File: src/rtl/cpu_pkg.sv
// Shared definitions for the accumulator CPU: opcodes, accumulator source selects,
// sequencer states and the instruction-length helper.
package cpu_pkg;

  localparam logic [3:0] OP_NOP  = 4'h0;
  localparam logic [3:0] OP_IN   = 4'h1;
  localparam logic [3:0] OP_LDA  = 4'h2;
  localparam logic [3:0] OP_STA  = 4'h3;
  localparam logic [3:0] OP_LDI  = 4'h4;
  localparam logic [3:0] OP_ALU  = 4'h5;
  localparam logic [3:0] OP_JMP  = 4'h6;
  localparam logic [3:0] OP_JZ   = 4'h7;
  localparam logic [3:0] OP_JP   = 4'h8;
  localparam logic [3:0] OP_OUT  = 4'h9;
  localparam logic [3:0] OP_OFF  = 4'hA;
  localparam logic [3:0] OP_JMPR = 4'hB;
  localparam logic [3:0] OP_HALT = 4'hF;

  localparam logic [1:0] MUX_ALU  = 2'd0;
  localparam logic [1:0] MUX_RF   = 2'd1;
  localparam logic [1:0] MUX_IMM  = 2'd2;
  localparam logic [1:0] MUX_USER = 2'd3;

  typedef enum logic [2:0] {
    StFetch,
    StOperand,
    StExecute,
    StWaitIn,
    StWaitRelease,
    StHalt
  } state_e;

  function automatic logic two_byte(input logic [3:0] opcode);
    logic res;
    case (opcode)
      OP_LDI, OP_ALU, OP_JMP, OP_JZ, OP_JP, OP_JMPR: res = 1'b1;
      default:                                      res = 1'b0;
    endcase
    return res;
  endfunction

endpackage

File: src/rtl/instruction_decoder.sv
// Combinational decode of sequencer state and instruction into datapath strobes,
// accumulator source select, jump decision and instruction length.
module instruction_decoder
  import cpu_pkg::*;
(
  input  state_e     state_i,
  input  logic [3:0] ir_op_i,
  input  logic [7:0] operand_i,
  input  logic [3:0] fetch_op_i,
  input  logic       user_enter_i,
  input  logic       z_i,
  input  logic       p_i,
  input  logic [7:0] branch_address_i,
  output logic       acc_enable_o,
  output logic       rf_write_o,
  output logic [1:0] mux_select_o,
  output logic       jump_o,
  output logic [7:0] jump_target_o,
  output logic       two_byte_o,
  output logic       out_set_o,
  output logic       out_clr_o
);

  always_comb begin
    acc_enable_o  = 1'b0;
    rf_write_o    = 1'b0;
    mux_select_o  = MUX_ALU;
    jump_o        = 1'b0;
    jump_target_o = operand_i;
    out_set_o     = 1'b0;
    out_clr_o     = 1'b0;
    two_byte_o    = two_byte(fetch_op_i);

    if (state_i == StWaitIn) begin
      mux_select_o = MUX_USER;
      acc_enable_o = user_enter_i;
    end else if (state_i == StExecute) begin
      case (ir_op_i)
        OP_LDA: begin
          acc_enable_o = 1'b1;
          mux_select_o = MUX_RF;
        end
        OP_STA: rf_write_o = 1'b1;
        OP_LDI: begin
          acc_enable_o = 1'b1;
          mux_select_o = MUX_IMM;
        end
        OP_ALU:  acc_enable_o = 1'b1;
        OP_JMP:  jump_o = 1'b1;
        OP_JZ:   jump_o = z_i;
        OP_JP:   jump_o = p_i;
        OP_JMPR: begin
          jump_o        = 1'b1;
          jump_target_o = branch_address_i;
        end
        OP_OUT:  out_set_o = 1'b1;
        OP_OFF:  out_clr_o = 1'b1;
        default: ;
      endcase
    end
  end

endmodule

File: src/rtl/control_unit.sv
// Instruction sequencer for the 8-bit accumulator CPU: fetch/operand/execute FSM,
// program counter, flag latches, user-input handshake and halt.
module control_unit
  import cpu_pkg::*;
#(
  parameter logic [7:0] RESET_PC = 8'h00
) (
  input  logic       clock,
  input  logic       reset,
  output logic [7:0] prog_addr,
  input  logic [7:0] prog_data,
  input  logic       user_enter,
  input  logic       zero_flag_in,
  input  logic       positive_flag_in,
  input  logic [7:0] branch_address_in,
  output logic [1:0] mux_select,
  output logic [7:0] imm_data,
  output logic       acc_enable,
  output logic       rf_write,
  output logic [2:0] rf_address,
  output logic [3:0] alu_select,
  output logic [1:0] alu_rotate,
  output logic       output_enable,
  output logic       waiting_input,
  output logic       halted
);

  state_e     state_q, state_d;
  logic [7:0] pc_q, pc_d;
  logic [3:0] op_q, op_d;
  logic [2:0] reg_q, reg_d;
  logic [7:0] operand_q, operand_d;
  logic       z_q, z_d;
  logic       p_q, p_d;
  logic       oe_q, oe_d;

  logic       jump;
  logic [7:0] jump_target;
  logic       is_two_byte;
  logic       out_set;
  logic       out_clr;

  instruction_decoder u_decoder (
    .state_i          (state_q),
    .ir_op_i          (op_q),
    .operand_i        (operand_q),
    .fetch_op_i       (prog_data[7:4]),
    .user_enter_i     (user_enter),
    .z_i              (z_q),
    .p_i              (p_q),
    .branch_address_i (branch_address_in),
    .acc_enable_o     (acc_enable),
    .rf_write_o       (rf_write),
    .mux_select_o     (mux_select),
    .jump_o           (jump),
    .jump_target_o    (jump_target),
    .two_byte_o       (is_two_byte),
    .out_set_o        (out_set),
    .out_clr_o        (out_clr)
  );

  always_comb begin
    state_d   = state_q;
    pc_d      = pc_q;
    op_d      = op_q;
    reg_d     = reg_q;
    operand_d = operand_q;
    z_d       = z_q;
    p_d       = p_q;
    oe_d      = oe_q;

    unique case (state_q)
      StFetch: begin
        op_d    = prog_data[7:4];
        reg_d   = prog_data[2:0];
        pc_d    = pc_q + 8'd1;
        state_d = is_two_byte ? StOperand : StExecute;
      end
      StOperand: begin
        operand_d = prog_data;
        pc_d      = pc_q + 8'd1;
        state_d   = StExecute;
      end
      StExecute: begin
        if (jump) pc_d = jump_target;
        if (out_set) oe_d = 1'b1;
        if (out_clr) oe_d = 1'b0;
        case (op_q)
          OP_IN:   state_d = StWaitIn;
          OP_HALT: state_d = StHalt;
          default: state_d = StFetch;
        endcase
      end
      StWaitIn:      if (user_enter) state_d = StWaitRelease;
      StWaitRelease: if (!user_enter) state_d = StFetch;
      StHalt:        state_d = StHalt;
      default:       state_d = StFetch;
    endcase

    // Flags track whatever the accumulator is loaded with, on the same edge.
    if (acc_enable) begin
      z_d = zero_flag_in;
      p_d = positive_flag_in;
    end
  end

  always_ff @(posedge clock or negedge reset) begin
    if (!reset) begin
      state_q   <= StFetch;
      pc_q      <= RESET_PC;
      op_q      <= 4'h0;
      reg_q     <= 3'h0;
      operand_q <= 8'h00;
      z_q       <= 1'b1;
      p_q       <= 1'b1;
      oe_q      <= 1'b0;
    end else begin
      state_q   <= state_d;
      pc_q      <= pc_d;
      op_q      <= op_d;
      reg_q     <= reg_d;
      operand_q <= operand_d;
      z_q       <= z_d;
      p_q       <= p_d;
      oe_q      <= oe_d;
    end
  end

  assign prog_addr     = pc_q;
  assign imm_data      = operand_q;
  assign rf_address    = reg_q;
  assign alu_select    = operand_q[7:4];
  assign alu_rotate    = operand_q[1:0];
  assign output_enable = oe_q;
  assign waiting_input = (state_q == StWaitIn) || (state_q == StWaitRelease);
  assign halted        = (state_q == StHalt);

endmodule

File: config.mk
export PLATFORM = sky130hd
export DESIGN_NAME = control_unit
export DESIGN_NICKNAME = d
export VERILOG_FILES = /design/src/rtl/cpu_pkg.sv /design/src/rtl/instruction_decoder.sv /design/src/rtl/control_unit.sv
export SDC_FILE = /design/constraint.sdc
export NUM_CORES = 1
export LEC_CHECK = 0
export ABC_CLOCK_PERIOD_IN_PS = 2000
export CAP_MARGIN = 15
export CORE_MARGIN = 1.5
export CORE_UTILIZATION = 47
export CTS_BUF_LIST = sky130_fd_sc_hd__clkbuf_16
export CTS_CLUSTER_DIAMETER = 40
export CTS_CLUSTER_SIZE = 25
export DETAILED_ROUTE_END_ITERATION = 16
export GPL_TIMING_DRIVEN = 0
export HOLD_SLACK_MARGIN = 0.03
export PLACE_DENSITY = 0.91
export SLEW_MARGIN = 40
export SYNTH_ARGS = -nofsm -noshare
export SYNTH_HDL_FRONTEND = slang
export SYNTH_HIERARCHICAL = 1
export SYNTH_SLANG_ARGS = --single-unit
File: constraint.sdc
create_clock -name clock -period 2 [get_ports clock]
set_input_delay 0.3 -clock clock [delete_from_list [all_inputs] [get_ports clock]]
set_output_delay 0.3 -clock clock [all_outputs]
set_load 0.01 [all_outputs]
==> metrics.txt, run 1 <==
Gate power share=0.571; Rows=22; WP data required=1.70 ns; Synth Warn #=6; chip width=64.4 µm; CTS Buf Count=5; Max Cap Violations=0; RD Place Congestion=approximately 0.83; Sequential Power Share=0.282; Die Height=roughly 64 µm; CTS tree=done; flops & latches, synth=29; clock power share=0.146; top post-synthesis cells by area=dfrtp_1 (38%), mux2_2 (11%), mux2_4 (6.8%); min-delay worst type=in2async; DR WL/cell=16.1 µm; Post-synth ARST share=1.00; maximum VDD drop=1.08 mV; Reg area=737 µm²; fin crit share=0.985; Min Clock Period, post-route=1.97 ns; count leader, synth=dfrtp_1; Pwr Density=about 1800 mW/mm²; Area growth, synth to finish=45.8%; port buffer count=52; Starting Density=0.488; Final Power=around 4.7 mW; sw frac=0.383; Crit Path Class=reg2out; Synth area leader=dfrtp_1; DIE AREA=roughly 0.0041 mm²; Crit Path Max Fanout=11; Startpoint Class=flip-flop; Antenna diodes=0; Clock Latency Late Sink=0.28 ns; DR vias=between 1500 and 2000; drc violations=0; max-slew violation count=0; DRT Wirelength=4660 µm; Clock Skews=about 0.0067 ns; Detailed Routing Iterations Pass 1=4; Mapped Area=0.00177 mm²; # setup viols final=0; DRT antenna net count=0; mean area per synthesized cell=10.3 µm²; Synth Flop Type=dfrtp_1; DR iter-0 viols=214; CP arrival=1.67 ns; Switching Power=1.82 mW; via density per instance=5.70; clock-pin slew on the worst setup and hold paths=about 0.050 ns; crit path capture type=output port; initial antenna violation count=0; top cell type's share of synthesized area=0.381; Synth Net Count=approximately 190; cells after synthesis=between 150 and 200; CTS root buf=clkbuf_16; post-synth cell types=42; final design utilization=0.711; Multi-input gate area=960 µm²; Leakage=between 1 and 1.5 nW; area of the core region=0.00363 mm²; global-route usage over all layers=0.229; total grt overflow=0; fmax=508 MHz; Clock Sinks=29; Seq/Total Area, Yosys=0.411; I/O pins=53; Hold Violations, Final=0; vias in the first global route=1471; largest net degree at the start of global routing=30; Nets=262; relative slew slack=0.540; Post-DP HPWL=2970 µm; worst slew pin tran=0.687 ns; list of most frequent post-synthesis cells=dfrtp_1 (27), a21oi_1 (17), mux2_2 (17); Max H-tree Level=2; status=complete, no violations; pre-CTS setup slack=-0.196 ns; Max clock buf depth=2; worst setup margin=approximately 0.030 ns; number of flops mapped to enable cells by yosys=0; first-pass GRT wire length=7090 µm; Power Internal=2.93 mW; fillers=267; share of cells above drive strength 1=0.320
-- routing by layer --
layer	vias up	GRT usage	routed length [µm]
li1	761	-	-
met1	804	0.296	1900
met2	75	0.353	2410
met3	6	0.0845	310
met4	0	0.0798	43
met5	-	0	0
-- worst max-delay path: stages (launching register included) --
cell           delay, ns
dfrtp_2             0.48
or2_2               0.32
a21oi_1             0.21
nor3_2              0.09
dlygate4sd2_1       0.29
-- through the flow --
| step | hold WS, ns | instances | TNS, ns | cell area, µm² |
|---|---|---|---|---|
| after floorplan | 0.00441 | 172 | 0 | 1770 |
| after global placement | 0.489 | 272 | -0.876 | 2350 |
| after detailed placement | 0.361 | 272 | -0.935 | 2350 |
| after CTS | 0.0677 | 280 | 0 | 2500 |
| after global routing | 0.106 | 289 | -0.0682 | 2580 |
| final | 0.0565 | 289 | 0 | 2580 |
-- cells in the final DEF (no fill, tap or decap), types with 2 or more instances in the layout --
cell | Yosys | final
nor3_2 | 1 | 2
mux2_4 | 8 | 8
nor3b_2 | 2 | 2
nand3_1 | 7 | 7
nor4b_1 | 2 | 2
nor3b_1 | 2 | 2
buf_2 | 4 | 4
o22ai_1 | 4 | 4
clkbuf_16 | 0 | 5
nand2b_4 | 1 | 2
clkdlybuf4s50_1 | 0 | 46
a21oi_1 | 17 | 16
mux2_2 | 17 | 17
buf_6 | 2 | 3
a21oi_2 | 1 | 2
o21ai_0 | 11 | 10
nor2_1 | 10 | 10
clkinv_1 | 0 | 2
nand2b_1 | 6 | 5
dfrtp_2 | 0 | 7
buf_4 | 7 | 16
inv_1 | 4 | 4
dfrtp_1 | 27 | 20
nand2_1 | 15 | 15
dlygate4sd2_1 | 0 | 4
dfstp_2 | 2 | 2
-- power by group through the flow --
stage               clock network (mW)  registers (mW)  logic [mW]
finish                           0.695            1.34        2.71
global route                     0.745            1.39        2.90
CTS                              0.712            1.33        2.50
detailed placement                   0            1.31        2.46
global placement                     0            1.30        2.39
floorplan                            0            1.31        1.47
-- timing repair --
item	4_1_cts	5_1_grt
cloned	0	0
buffers inserted	0	9
pin swaps	0	3
setup endpoints to repair	13	12
hold buffers	0	0
gates resized for setup	18	6
-- logic make-up (layout without fill, tap and decap cells) --
group	Yosys count	in the layout	share of synthesized area
compound gates	42	42	0.145
xor+xnor	1	1	0.00494
fa+ha+maj	1	1	0.00706
buf+inv	17	86	0.0621
flops	29	29	0.411
mux	25	25	0.176
simple gates	57	57	0.194
-- final timing paths --
kind | end | cells past startpoint | slack [ns] | startpoint
worst min-delay path | state_q[0]$_DFFE_PN0P_ | 1 | 0.06 | reset
max in group asynchronous | op_q[1]$_DFFE_PN0N_ | 1 | 1.47 | reset
min in group clock | rf_address[1]$_DFFE_PN0N_ | 1 | 0.51 | rf_address[1]$_DFFE_PN0N_
worst max register to register | prog_addr[0]$_DFFE_PN0P_ | 8 | 0.08 | state_q[2]$_DFFE_PN0P_
worst min register to register | rf_address[1]$_DFFE_PN0N_ | 1 | 0.51 | rf_address[1]$_DFFE_PN0N_
worst max-delay path | acc_enable | 4 | 0.03 | op_q[1]$_DFFE_PN0N_
-- final cells by class --
type                    count  share of cell area
plain buffers              13              0.0402
inverters                   4             0.00581
well taps                  48              0.0232
repair buffers             61               0.221
clock buffers               5              0.0484
multi-input cells         126               0.371
flip-flops and latches     29               0.285
clock inverters             3             0.00484
-- state kept, by name (all words and copies together) (netlist names) --
signal	count
z_q	1
imm_data	8
p_q	1
op_q	4
prog_addr	8
output_enable	1
state_q	3
rf_address	3
Note: power is estimated with default switching activity, not from simulation.
==> inputs of run 2 (changes only) <==
--- a/config.mk
+++ b/config.mk
@@ -6,16 +6,15 @@
 export NUM_CORES = 1
 export LEC_CHECK = 0
 export ABC_CLOCK_PERIOD_IN_PS = 2000
-export CAP_MARGIN = 15
 export CORE_MARGIN = 1.5
-export CORE_UTILIZATION = 47
+export CORE_UTILIZATION = 30
 export CTS_BUF_LIST = sky130_fd_sc_hd__clkbuf_16
 export CTS_CLUSTER_DIAMETER = 40
 export CTS_CLUSTER_SIZE = 25
 export DETAILED_ROUTE_END_ITERATION = 16
 export GPL_TIMING_DRIVEN = 0
-export HOLD_SLACK_MARGIN = 0.03
-export PLACE_DENSITY = 0.91
+export HOLD_SLACK_MARGIN = 0.06
+export PLACE_DENSITY = 0.66
 export SLEW_MARGIN = 40
 export SYNTH_ARGS = -nofsm -noshare
 export SYNTH_HDL_FRONTEND = slang
==> run 2 against run 1 <==
Effect of this change:
- fmax is 1.6% higher
- highest routed layer unchanged
- critical path depth did not move
- clock skew fell by 0.0016 ns
- clock power fell by 1%
- critical path type unchanged
- critical endpoint is now rf_write
- via count down 5.9%
- sequential share of layout area decreased by 0.91 points
- core utilization decreased by 24 points
- count of clock-buffer cells in the layout is the same
- global-route usage shrank 8.8 points
- sequential power about the same
==> metrics.txt, run 2 (synthesis gave the netlist of run 1 again) <==
drc violations=0; Slowest-stage cell, CP=dfrtp_2; Post-DP Area=0.00240 mm²; via density per instance=4.92; maximum VDD drop=0.857 mV; Rows=27; RD Place Congestion=0.833; most common cell after layout, fill and taps aside=clkdlybuf4s50_1; largest net degree at the start of global routing=24; area of the core region=0.00561 mm²; Max H-tree Level=2; DR WL/cell=13.6 µm; Crit Path Class=reg2out; Min Clock Period, post-route=1.94 ns; Pwr Density=1760 mW/mm²; first-pass GRT wire length=6930 µm; worst setup margin=0.0609 ns; critical path cell sequence=nand4bb_4 > buf_4 > nor4b_2 > clkdlybuf4s15_1; critical path launch point=state_q[2]$_DFFE_PN0P_; fillers=539; Max clock buf depth=2; max-slew violation count=0; crit path capture type=output port; Die Height=around 80 µm; Total Neg Setup Slack=0 ns; Crit Path Max Fanout=6; fmax=516 MHz; Min Hold Slack=0.423 ns; Reg2Reg Depth=8; DRT antenna net count=0; share of cells above drive strength 1=0.333; Antenna diodes=0; commonest non-fill, non-tap cells in the layout=clkdlybuf4s50_1 (46), dfrtp_1 (20), buf_4 (18); CP arrival=1.64 ns; Detailed Routing Iterations Pass 1=4; vias in the first global route=1424; DR iter-0 viols=79; Area growth, synth to finish=50.6%; CTS Buf Count=5; # setup viols final=0; I/O pins=53; DR vias=1549; Max Cap Violations=0; Leakage=approximately 1.1 nW; DIE AREA=0.00638 mm²; status=complete, no violations; Post-DP HPWL=3120 µm; Final Power=4.69 mW; register-to-register setup slack=0.15 ns; Clock Sinks=29; relative slew slack=0.541; worst stage delay on the critical path=0.45 ns; fin crit share=0.970; total grt overflow=0; WP data required=1.70 ns; CTS root buf=clkbuf_16; clock-pin slew on the worst setup and hold paths=around 0.05 ns; reg2reg end=prog_addr[1]$_DFFE_PN0P_; final instance area=0.00267 mm²; Starting Density=0.316; global-route usage over all layers=0.141; pre-CTS setup slack=-0.259 ns; Nets=264; port buffer count=52; worst slew pin tran=between 0.6 and 0.7 ns; chip width=79.9 µm; Startpoint Class=flip-flop; DRT Wirelength=4290 µm; min-delay worst type=in2async; initial antenna violation count=0; Clock Skews=slightly above 0.005 ns; CTS tree=done; Clock Latency Late Sink=0.27 ns; Hold Violations, Final=0; worst r2r src=state_q[2]$_DFFE_PN0P_
==> run 2: worst max path at each step <==
stage	end	slack [ns]	cells past startpoint
4_1_cts	mux_select[0]	-0.09	4
6_report	rf_write	0.06	4
2_1_floorplan	prog_addr[4]$_DFFE_PN0P_	0.20	8
5_1_grt	mux_select[0]	-0.02	4
3_5_place_dp	prog_addr[4]$_DFFE_PN0P_	-0.26	8
3_3_place_gp	prog_addr[6]$_DFFE_PN0P_	-0.23	8
==> run 2: worst max-delay path, delay by kind of cell, from the launching register on <==
kind | cells | cell delay [ns]
DFF | 1 | 0.45
and+or+nand+nor | 2 | 0.49
buffers and inverters | 2 | 0.43
==> run 2: through the flow <==
step | utilization | instances
6_report | 0.476 | 315
3_3_place_gp | 0.425 | 296
5_1_grt | 0.476 | 315
4_1_cts | 0.463 | 307
3_5_place_dp | 0.427 | 297
2_1_floorplan | - | 172
==> run 2: cell type report <==
type                       instances  area, µm²  area share
buffer                            13        100      0.0375
clock buffer                       5        125      0.0469
clock inverter                     3       12.5     0.00469
inverter                           4       15.0     0.00563
multi-input combinational        126        985       0.369
sequential                        29        737       0.276
tap                               72       90.1      0.0338
timing repair buffer              63        604       0.226
==> run 2: report_power, final <==
group          switching [mW]  internal [mW]
Sequential              0.399          0.925
Clock                   0.237          0.448
Combinational            1.11           1.57
Total                    1.74           2.95
==> run 2: metal layers <==
metal  GRT usage  vias up  part of all wire
met4      0.0310        0            0.0035
met5           0        -                 0
met1       0.185      738              0.46
li1            -      766                 -
met2       0.224       43              0.48
met3      0.0480        2             0.055
==> run 2: what timing repair did <==
action                                  4_1_cts  5_1_grt
pin swaps                                     2        3
endpoints found under the hold margin         4        0
setup buffers                                 1        8
gates cloned                                  0        0
resized for setup                            23        8
endpoints found under the setup margin       14       10
hold buffers                                  1        0
